### src/rtl/chroma_pkg.sv
`default_nettype none
// ============================================================================
//  Module      : chroma_pkg
//  Description : Shared types, mode encodings, default burst parameters and
//                the quadrature modulation helper for the chroma modulator.
//  Revision    : 1.0  initial release
// ============================================================================
package chroma_pkg;

    typedef enum logic [1:0] {
        ST_IDLE  = 2'd0,
        ST_DELAY = 2'd1,
        ST_BURST = 2'd2
    } state_t;

    localparam logic c_MODE_PAL  = 1'b0;
    localparam logic c_MODE_NTSC = 1'b1;

    localparam int c_BURST_START    = 10;
    localparam int c_BURST_LEN_PAL  = 40;
    localparam int c_BURST_LEN_NTSC = 36;
    localparam int c_BURST_AMP      = 40;
    localparam int c_BURST_AMP_PAL  = 28;

    // Quadrature phases 0..3 select +U, +V', -U, -V'; 9-bit width absorbs -(-128).
    function automatic logic signed [8:0] quad_mod(
        input logic [1:0]        ph,
        input logic signed [8:0] su,
        input logic signed [8:0] sv,
        input logic              flip_v
    );
        logic signed [8:0] svp;
        svp = flip_v ? -sv : sv;
        case (ph)
            2'd0:    return su;
            2'd1:    return svp;
            2'd2:    return -su;
            default: return -svp;
        endcase
    endfunction

endpackage
`default_nettype wire

### src/rtl/cc_sync_edge.sv
`default_nettype none
// ============================================================================
//  Module      : cc_sync_edge
//  Description : Three-flop synchroniser with a one-cycle rising-edge pulse.
//  Revision    : 1.0  initial release
// ============================================================================
module cc_sync_edge (
    input  logic clk,
    input  logic rst,
    input  logic din,
    output logic rise
);

    logic r_s1;
    logic r_s2;
    logic r_s3;

    always_ff @(posedge clk or posedge rst) begin
        if (rst) begin
            r_s1 <= 1'b0;
            r_s2 <= 1'b0;
            r_s3 <= 1'b0;
        end else begin
            r_s1 <= din;
            r_s2 <= r_s1;
            r_s3 <= r_s2;
        end
    end

    assign rise = r_s2 & ~r_s3;

endmodule
`default_nettype wire

### src/rtl/chroma_modulator.sv
`default_nettype none
// ============================================================================
//  Module      : chroma_modulator
//  Description : Quadrature U/V chroma modulator with colour-burst insertion
//                and PAL line-alternating V switch, clocked by the fast clock.
//  Revision    : 1.0  initial release
// ============================================================================
module chroma_modulator
    import chroma_pkg::*;
#(
    parameter int BURST_START    = c_BURST_START,
    parameter int BURST_LEN_PAL  = c_BURST_LEN_PAL,
    parameter int BURST_LEN_NTSC = c_BURST_LEN_NTSC,
    parameter int BURST_AMP      = c_BURST_AMP,
    parameter int BURST_AMP_PAL  = c_BURST_AMP_PAL
) (
    input  logic              clk,
    input  logic              rst,
    input  logic              clkcolor4x,
    input  logic              mode,
    input  logic              hsync,
    input  logic              blank,
    input  logic [7:0]        u,
    input  logic [7:0]        v,
    output logic signed [8:0] chroma,
    output logic              burst,
    output logic [1:0]        phase,
    output logic              pal_sw
);

    localparam logic [5:0]        c_START_LAST = 6'(BURST_START - 1);
    localparam logic [5:0]        c_PAL_LAST   = 6'(BURST_LEN_PAL - 1);
    localparam logic [5:0]        c_NTSC_LAST  = 6'(BURST_LEN_NTSC - 1);
    localparam logic signed [8:0] c_AMP_NTSC   = 9'(BURST_AMP);
    localparam logic signed [8:0] c_AMP_PAL    = 9'(BURST_AMP_PAL);

    logic              w_tick;
    logic              w_hs_rise;
    logic              w_hs_fall;
    logic [5:0]        w_len_last;
    logic signed [8:0] w_su_burst;
    logic signed [8:0] w_sv_burst;
    logic signed [8:0] w_su_pic;
    logic signed [8:0] w_sv_pic;
    logic signed [8:0] w_chroma_burst;
    logic signed [8:0] w_chroma_pic;

    logic              r_hsync_d;
    logic              r_mode_l;
    logic              r_pal_sw;
    logic              r_burst;
    logic [1:0]        r_phase;
    logic [5:0]        r_cnt;
    logic signed [8:0] r_chroma;
    state_t            r_state;

    cc_sync_edge u_color_sync (
        .clk  (clk),
        .rst  (rst),
        .din  (clkcolor4x),
        .rise (w_tick)
    );

    assign w_hs_rise  = hsync & ~r_hsync_d;
    assign w_hs_fall  = ~hsync & r_hsync_d;
    assign w_len_last = (r_mode_l == c_MODE_NTSC) ? c_NTSC_LAST : c_PAL_LAST;

    // NTSC burst sits on -U; PAL burst is -U+V, the V switch swings it 135/225 deg.
    assign w_su_burst = (r_mode_l == c_MODE_NTSC) ? -c_AMP_NTSC : -c_AMP_PAL;
    assign w_sv_burst = (r_mode_l == c_MODE_NTSC) ? 9'sd0 : c_AMP_PAL;
    assign w_su_pic   = blank ? 9'sd0 : {u[7], u};
    assign w_sv_pic   = blank ? 9'sd0 : {v[7], v};

    assign w_chroma_burst = quad_mod(r_phase, w_su_burst, w_sv_burst, r_pal_sw);
    assign w_chroma_pic   = quad_mod(r_phase, w_su_pic, w_sv_pic, r_pal_sw);

    always_ff @(posedge clk or posedge rst) begin
        if (rst) begin
            r_hsync_d <= 1'b0;
            r_mode_l  <= c_MODE_PAL;
            r_pal_sw  <= 1'b0;
            r_burst   <= 1'b0;
            r_phase   <= 2'd0;
            r_cnt     <= 6'd0;
            r_chroma  <= 9'sd0;
            r_state   <= ST_IDLE;
        end else begin
            r_hsync_d <= hsync;
            if (w_tick) begin
                r_phase  <= r_phase + 2'd1;
                r_chroma <= r_burst ? w_chroma_burst : w_chroma_pic;
            end
            // Later assignments below override the default chroma source on
            // the edge where the burst flag itself changes.
            if (w_hs_rise) begin
                r_mode_l <= mode;
                r_pal_sw <= (mode == c_MODE_PAL) ? ~r_pal_sw : 1'b0;
                r_state  <= ST_IDLE;
                r_cnt    <= 6'd0;
                r_burst  <= 1'b0;
                if (w_tick) begin
                    r_chroma <= w_chroma_pic;
                end
            end else begin
                case (r_state)
                    ST_IDLE: begin
                        if (w_hs_fall) begin
                            r_state <= ST_DELAY;
                            r_cnt   <= 6'd0;
                        end
                    end
                    ST_DELAY: begin
                        if (w_tick) begin
                            if (r_cnt == c_START_LAST) begin
                                r_state  <= ST_BURST;
                                r_cnt    <= 6'd0;
                                r_burst  <= 1'b1;
                                r_chroma <= w_chroma_burst;
                            end else begin
                                r_cnt <= r_cnt + 6'd1;
                            end
                        end
                    end
                    ST_BURST: begin
                        if (w_tick) begin
                            if (r_cnt == w_len_last) begin
                                r_state  <= ST_IDLE;
                                r_cnt    <= 6'd0;
                                r_burst  <= 1'b0;
                                r_chroma <= w_chroma_pic;
                            end else begin
                                r_cnt <= r_cnt + 6'd1;
                            end
                        end
                    end
                    default: r_state <= ST_IDLE;
                endcase
            end
        end
    end

    assign chroma = r_chroma;
    assign burst  = r_burst;
    assign phase  = r_phase;
    assign pal_sw = r_pal_sw;

endmodule
`default_nettype wire

### config.mk
export PLATFORM = sky130hd
export DESIGN_NAME = chroma_modulator
export DESIGN_NICKNAME = d
export VERILOG_FILES = /design/src/rtl/chroma_pkg.sv /design/src/rtl/cc_sync_edge.sv /design/src/rtl/chroma_modulator.sv
export SDC_FILE = /design/constraint.sdc
export NUM_CORES = 1
export LEC_CHECK = 0
export CAP_MARGIN = 20
export CORE_ASPECT_RATIO = 0.5
export CORE_MARGIN = 1.5
export CORE_UTILIZATION = 40
export CTS_CLUSTER_SIZE = 8
export DETAILED_ROUTE_END_ITERATION = 6
export DONT_BUFFER_PORTS = 1
export PLACE_DENSITY = 0.56
export SYNTH_ARGS = -nofsm -noshare
export SYNTH_HDL_FRONTEND = slang
export SYNTH_SLANG_ARGS = --single-unit
export TNS_END_PERCENT = 5
### constraint.sdc
create_clock -name clk -period 2.47 [get_ports clk]
set_input_delay 0.494 -clock clk [delete_from_list [all_inputs] [get_ports clk]]
set_output_delay 0.494 -clock clk [all_outputs]
set_load 0.005 [all_outputs]
# Yosys cells after proc, flatten, opt, wreduce, memory -nomap -nowiden
# Cells that the tools add are included.
# totals
regBits	26
in_bits	22
out_inout_bits	13
# op_classes
addsub	8
n_eq_ne	11
n_mux	39
n_bitwise	7
reduce_logical	7
# op_table
operator	count
2-to-1 mux 9 bit	12
case mux 9 bit (3 select lines)	2
2-to-1 mux 6 bit	7
negation 9 bit	4
case mux 6 bit (3 select lines)	1
case mux 9 bit (2 select lines)	1
2-to-1 mux 2 bit	6
AND reduction 5 bit	2
!= test 3 bit, second input constant	3
negation 5 -> 9 bit	1
negation 7 -> 9 bit	1
adder 6 x 1 -> 6 bit, second input constant	1
equality test 6 x 4 -> 1 bit, second input constant	1
equality test 6 bit	1
2-to-1 mux 1 bit	6
!= test 3 x 2 -> 1 bit, second input constant	2
case mux 2 bit (3 select lines)	1
2-to-1 mux 5 bit	1
equality test 2 x 1 -> 1 bit, second input constant	2
equality test 2 bit, second input constant	2
zero test 2 bit	2
NOT 1 bit	4
AND reduction 4 bit	1
nonzero test 4 bit	1
5 further kinds	7

# Logic depth before layout (Yosys ltp)
# Gate-level depths: netlist of the first run.
# logic_depth
depth_word	11
ltp_mapped	10
mapped_depth_nobuf	9

# Modules after synthesis
# Synthesis of the first run repeated with hierarchy kept, for this count alone.
# hier_totals
cells_unflattened	327
area_unflattened_um2	2643.8
# by_module_without_submodules
mod	n_inst	cells_per_inst	area_each_um2	seq_area_each_um2
chroma_modulator	1	322	2551.2	575.6
cc_sync_edge	1	5	92.6	75.1

# Worst setup path after synthesis of the first run
# OpenSTA, ideal clock, no wires.
# synth_path
path_kind	input -> register
start	input blank
end	register (tool-made name)
arrival_time_ns	2.694
required_ns	2.339
path_slack_ns	-0.355
stages	10
n_path_buf	1
cell_sequence	inv_1 > clkbuf_1 > nand2_1 > ha_1 > nand2b_1 > and2_1 > or4_1 > a311o_2 > a21oi_1 > a211oi_1
# synth_lines
element	line_no	rtl
from (decl)	chroma_modulator.sv:22	input logic blank,

==> results of run 1 <==
-- worst min path at each step --
stage                           startpoint                     endpoint  slack, ns  cells past startpoint
6_report                               rst  u_color_sync.r_s2$_DFF_PP0_       0.17                      2
5_1_grt                                rst  u_color_sync.r_s2$_DFF_PP0_       0.22                      2
4_1_cts                                rst   asynchronous set/reset pin       0.19                      2
3_5_place_dp   u_color_sync.r_s1$_DFF_PP0_  u_color_sync.r_s2$_DFF_PP0_       0.33                      0
3_3_place_gp   u_color_sync.r_s1$_DFF_PP0_  u_color_sync.r_s2$_DFF_PP0_       0.34                      0
2_1_floorplan  u_color_sync.r_s1$_DFF_PP0_  u_color_sync.r_s2$_DFF_PP0_       0.33                      0
-- layout make-up --
class / count / area [um^2]
tap: 88 / 110
timing repair buffer: 29 / 218
multi-input combinational: 276 / 1940
sequential: 26 / 651
inverter: 21 / 78.8
clock buffer: 4 / 88.8
fill: 639 / 3220
-- cells by family after synthesis --
logic type      Yosys count  share of synthesized area, %
fa+ha+maj                12                          5.52
simple gates            115                          23.1
xor+xnor                 10                          3.22
buf+inv                  42                          6.07
compound gates          135                          36.6
mux                       4                          1.56
flops                    26                          23.9
-- per-stage QoR --
stage,hold WS (ns),utilization [%],instance area (um^2),worst slack [ns],TNS [ns]
after floorplan,0.331,-,2750,0.0373,0
after global placement,0.337,47.2,2980,-0.185,-0.185
after detailed placement,0.335,47.2,2980,-0.0511,-0.0589
after CTS,0.187,48.6,3070,0.152,0
after global routing,0.221,48.9,3080,-0.0121,-0.0121
final,0.173,48.9,3080,0.140,0
-- per-layer routing --
layer  part of all wire [%]  vias up  GRT usage (%)  routed length [um]
li1                       -     1352              -                   -
met1                     49     1341           32.1                3970
met2                     44       94           38.4                3560
met3                    6.4        8           3.80                 516
met4                   0.51        2           2.72                  41
met5                   0.16        -              0                  13
-- power by group --
| group | internal, mW | switching (mW) | leakage (nW) |
|---|---|---|---|
| Clock | 0.248 | 0.156 | 0.0442 |
| Sequential | 0.547 | 0.113 | 0.330 |
| Combinational | 0.768 | 1.07 | 0.800 |
-- worst max-delay path, stage by stage, from the launching register on --
cell and delay (ns):
dfrtp_1 0.42, ha_1 0.27, nor4bb_2 0.22, a31oi_1 0.24, nor2_1 0.11, or4b_2 0.67
a31oi_1 0.21, a21oi_1 0.08
-- layout by cell type (no fill, tap or decap), types with 5 or more instances in the layout --
cell type / count
o21ai_0: 26
a211oi_1: 7
xnor2_1: 6
nand4_1: 5
nand2b_1: 7
o22ai_1: 6
inv_1: 19
o31ai_1: 10
nand3_1: 7
nand2_1: 24
a31oi_1: 6
ha_1: 9
buf_4: 29
o211ai_1: 5
nor4_1: 5
a21oi_1: 20
nor2_1: 27
nor2b_1: 9
dfrtp_1: 26
a221oi_1: 6
==> flow_summary.yaml, run 1 <==
routing:
  drc: 0
  dr.pass1.iters: 6
  routed_wl_um: 8100
  drtAntennaViolNets: 0
  route.detailed.wl_per_inst_um: 18.2
  viasPerCell: 6.30
  vias: 2797
  drt_iter0_drc: 327
power:
  power_density_nw_per_um2: 942
  total_power_mw: 2.90
  leakage_nw: 1.17
  vdd_ir_drop_max_v: 0.000337
sta:
  slew_violations: 0
  finalClockSkew_ns: 0.00529
  min_period_ns: 2.33
  fmax_mhz: 429
  setup_viol: 0
  final_min_period_over_clock_period_pct: 94.3
  hold_viol_final: 0
  max-slew-margin-rel_pct: 55.8
  tightest_slew_ns: 0.652
clock_network:
  htreeDepth: 1
  clockBufferDepth: 2
  clock-sinks: 26
  cts_tree: "yes"
  clkSlewWorstSetupHoldPaths_ns: 0.07
  clkLatencyLatePin_ns: 0.26
  cts_setup_buffers: 0
  ctsHoldBuffers: 0
  cts_resized: 0
  cts-root-buf: "clkbuf_16"
  cts_buffers: 3
synth:
  yosysMostFrequentCell: "nor2_1"
  yosysUniqueCellTypes: 71
  ys_seq_area_share_pct: 23.9
  synth_edf_count: 0
  synth_nets: 378
  synthFlopType: "dfrtp_1"
  yosys-top-cells-area: "dfrtp_1 (24%), ha_1 (5.5%), o21ai_0 (4.8%)"
  ys_async_sr_fraction_pct: 100
  syn_area_um2: 2720
  synth_top_cell_by_area: "dfrtp_1"
  ys_warn_count: 0
  yosys-top-cells-count: "nor2_1 (27), dfrtp_1 (26), o21ai_0 (26), nand2_1 (24), a21oi_1 (21)"
  ys_ff_latch: 26
  yosysTopAreaCellShare_pct: 23.9
  synth_area_per_cell_um2: 7.91
  synthCells: 344
floorplan:
  die_y_um: 61.3
  initial_core_util_pct: 43.1
  dieArea_um2: 7330
  die_w_um: 120
  core-area_um2: 6310
  io_pins: 35
  num_rows: 20
global_routing:
  grt_pass1_wl_um: 13300
  grt_overflow: 0
  grt_max_degree: 27
  grt_pass1_vias: 2539
  antenna_found_initial: 1
  grtUsageTotal_pct: 22.7
placed_design:
  gp_congestion: 0.879
  placedCellCount: 440
  hpwl_um: 6170
  place.port_buffers: 0
worst_hold_path:
  hp-class: "primary input to asynchronous set/reset pin"
cells_and_area:
  drive_above_1_share_pct: 15.7
  areaGrowthSynthToFinish_pct: 13.3
  num-nets-final: 391
  instances_no_fill: 444
  n_antenna_cell: 0
setup_path:
  critPathArrivalTime_ns: 2.48
  critPathKind: "register to register"
  worstSetupStartpoint: "r_cnt[0]$_DFFE_PP0P_"
  r2r_cells: 7
  rrSetupSlack_ns: 0.14
  r2r_start: "r_cnt[0]$_DFFE_PP0P_"
  crit_fanout: 5
  crit_path_start_kind: "register"
  critPathRequiredTime_ns: 2.62
  endpoint_kind: "register"
flow_run:
  maxCapViolCount: 0
run_status:
  status: "complete, no violations"
Note: power is estimated with default switching activity, not from simulation.
==> inputs of run 2 (changes only) <==
HOLD_SLACK_MARGIN = 0.08   (was default)
==> results of run 2 <==
Same layout as run 1: the final DEF is identical, and so are final timing and power.
==> inputs of run 3 (changes only) <==
CORE_ASPECT_RATIO = default   (was 0.5)
==> run 3 against run 2 <==
Against the previous run: the flow now finishes with violations (design-rule violations); register-to-register slack barely moved; clock-buffer cell count unchanged; global-route usage is 0.79 points higher; sequential share of layout area increased by 0.077 points; cell count is 0.90% lower; total power fell by 2.0%; clock power is 29% lower; critical path depth is 2 higher; die area is 0.40% lower; critical path type unchanged.
==> flow_summary.yaml, run 3 (synthesis results as in run 1) <==
sta:
  final_min_period_over_clock_period_pct: 94.1
  fmax_mhz: 430
  setup_viol: 0
  slew_violations: 0
  hold_viol_final: 0
  max-slew-margin-rel_pct: 62.1
  finalClockSkew_ns: 0.0197
  setup_tns_ns: 0
  tightest_slew_ns: 0.560
  min_period_ns: 2.32
  grt_setup_unrepaired: "false"
run_status:
  status: "complete, but fails checks"
  violations: "design-rule violations"
clock_network:
  clkSlewWorstSetupHoldPaths_ns: 0.11
  cts_setup_buffers: 0
  ctsHoldBuffers: 0
  clockBufferDepth: 2
  cts_tree: "yes"
  htreeDepth: 1
  cts-root-buf: "clkbuf_8"
  clock-sinks: 26
  cts_buffers: 3
  clkLatencyLatePin_ns: 0.29
floorplan:
  initial_core_util_pct: 42.1
  io_pins: 35
  die_y_um: 85.5
  core-area_um2: 6460
  dieArea_um2: 7300
  die_w_um: 85.5
  num_rows: 29
cells_and_area:
  drive_above_1_share_pct: 16.3
  num-nets-final: 398
  mostFrequentLayoutCells: "buf_4 (36), nor2_1 (27), dfrtp_1 (26), o21ai_0 (25), nand2_1 (24)"
  final_common_cell: "buf_4"
  n_antenna_cell: 0
  fillerInstances: 649
  final_util_pct: 47.6
  areaGrowthSynthToFinish_pct: 12.9
routing:
  dr.pass1.iters: 7
  routed_wl_um: 8370
  viasPerCell: 6.42
  route.detailed.wl_per_inst_um: 19.0
  drtAntennaViolNets: 0
  drc: 1
  drt_iter0_drc: 290
  vias: 2826
worst_hold_path:
  hp-class: "primary input to asynchronous set/reset pin"
flow_run:
  maxCapViolCount: 0
placed_design:
  gp_congestion: 0.900
  hpwl_um: 6630
  place.port_buffers: 0
setup_path:
  crit_fanout: 5
  cp_cell_sequence: "inv_1 -> ha_1 -> inv_1 -> a211oi_1 -> a2111oi_0 -> buf_4 -> a21oi_1 -> a221oi_1 -> a21oi_1"
  rrSetupSlack_ns: 0.15
  endpoint_kind: "register"
  critical-path-max-stage-delay_ns: 0.49
  critical-path-top-delay-family: "compound AO/OA/AOI/OAI gates"
  critPathKind: "register to register"
  slowest_stage: "a2111oi_0"
  critPathRequiredTime_ns: 2.64
  r2r_start: "phase[0]$_DFFE_PP0P_"
  critical_path_buf_inv_count: 3
  crit_path_start_kind: "register"
  r2r_cells: 9
  critPathArrivalTime_ns: 2.50
global_routing:
  grt_pass1_vias: 2718
  grt_max_degree: 27
  grt_overflow: 0
  grtUsageTotal_pct: 23.5
  grt_pass1_wl_um: 13900
  antenna_found_initial: 0
power:
  leakage_nw: 1.20
  vdd_ir_drop_max_v: 0.000496
  total_power_mw: 2.85
  power_density_nw_per_um2: 927
-- run 3: worst max-delay path by stage --
stage	start	to	slack, ns	depth (start not counted)
floorplan	blank	register	0.04	10
global placement	v[0]	register	0.03	10
detailed placement	v[0]	register	-0.11	10
CTS	r_cnt[0]$_DFFE_PP0P_	r_cnt[2]$_DFFE_PP0P_	0.09	6
global route	phase[0]$_DFFE_PP0P_	register	0.03	9
finish	phase[0]$_DFFE_PP0P_	register	0.15	9
-- run 3: per-stage QoR --
stage,setup WS (ns),hold slack (ns),cell area [um^2],instances
after floorplan,0.0373,0.331,2750,344
after global placement,0.0324,0.335,3020,436
after detailed placement,-0.110,0.335,3020,436
after CTS,0.0947,0.162,3070,440
after global routing,0.0318,0.177,3070,440
final,0.146,0.149,3070,440
-- run 3: area by class of cell --
cell class                      count  area (um^2)  share of cell area (%)
Timing Repair Buffer               36          270                    8.80
Clock buffer                        4         55.1                    1.79
Sequential cell                    26          651                    21.2
Inverter                           21         78.8                    2.57
Tap cell                           77         96.3                    3.14
Multi-Input combinational cell    276         1920                    62.5
-- run 3: power by group --
| group | internal (mW) | total [mW] | switching, mW |
|---|---|---|---|
| Clock | 0.143 | 0.289 | 0.146 |
| Sequential | 0.546 | 0.670 | 0.123 |
| Combinational | 0.800 | 1.89 | 1.09 |
-- run 3: timing repair --
action,CTS,global route
endpoints found under the hold margin,0,0
resized for setup,0,1
setup endpoints to repair,0,4
-- run 3: worst register-to-register path: cells and delay by family (launching register included) --
| family | cells | cell delay, ns |
|---|---|---|
| buffers and inverters | 3 | 0.52 |
| DFF | 1 | 0.42 |
| adders and majority gates | 1 | 0.26 |
| AOI/OAI and AO/OA | 5 | 1.03 |
-- run 3: routing by layer --
metal	GRT usage (%)	up-vias	part of all wire, %
li1	-	1364	-
met1	34.8	1347	49
met2	35.2	107	43
met3	5.74	8	7.7
met4	3.52	0	0.84
met5	0	-	0
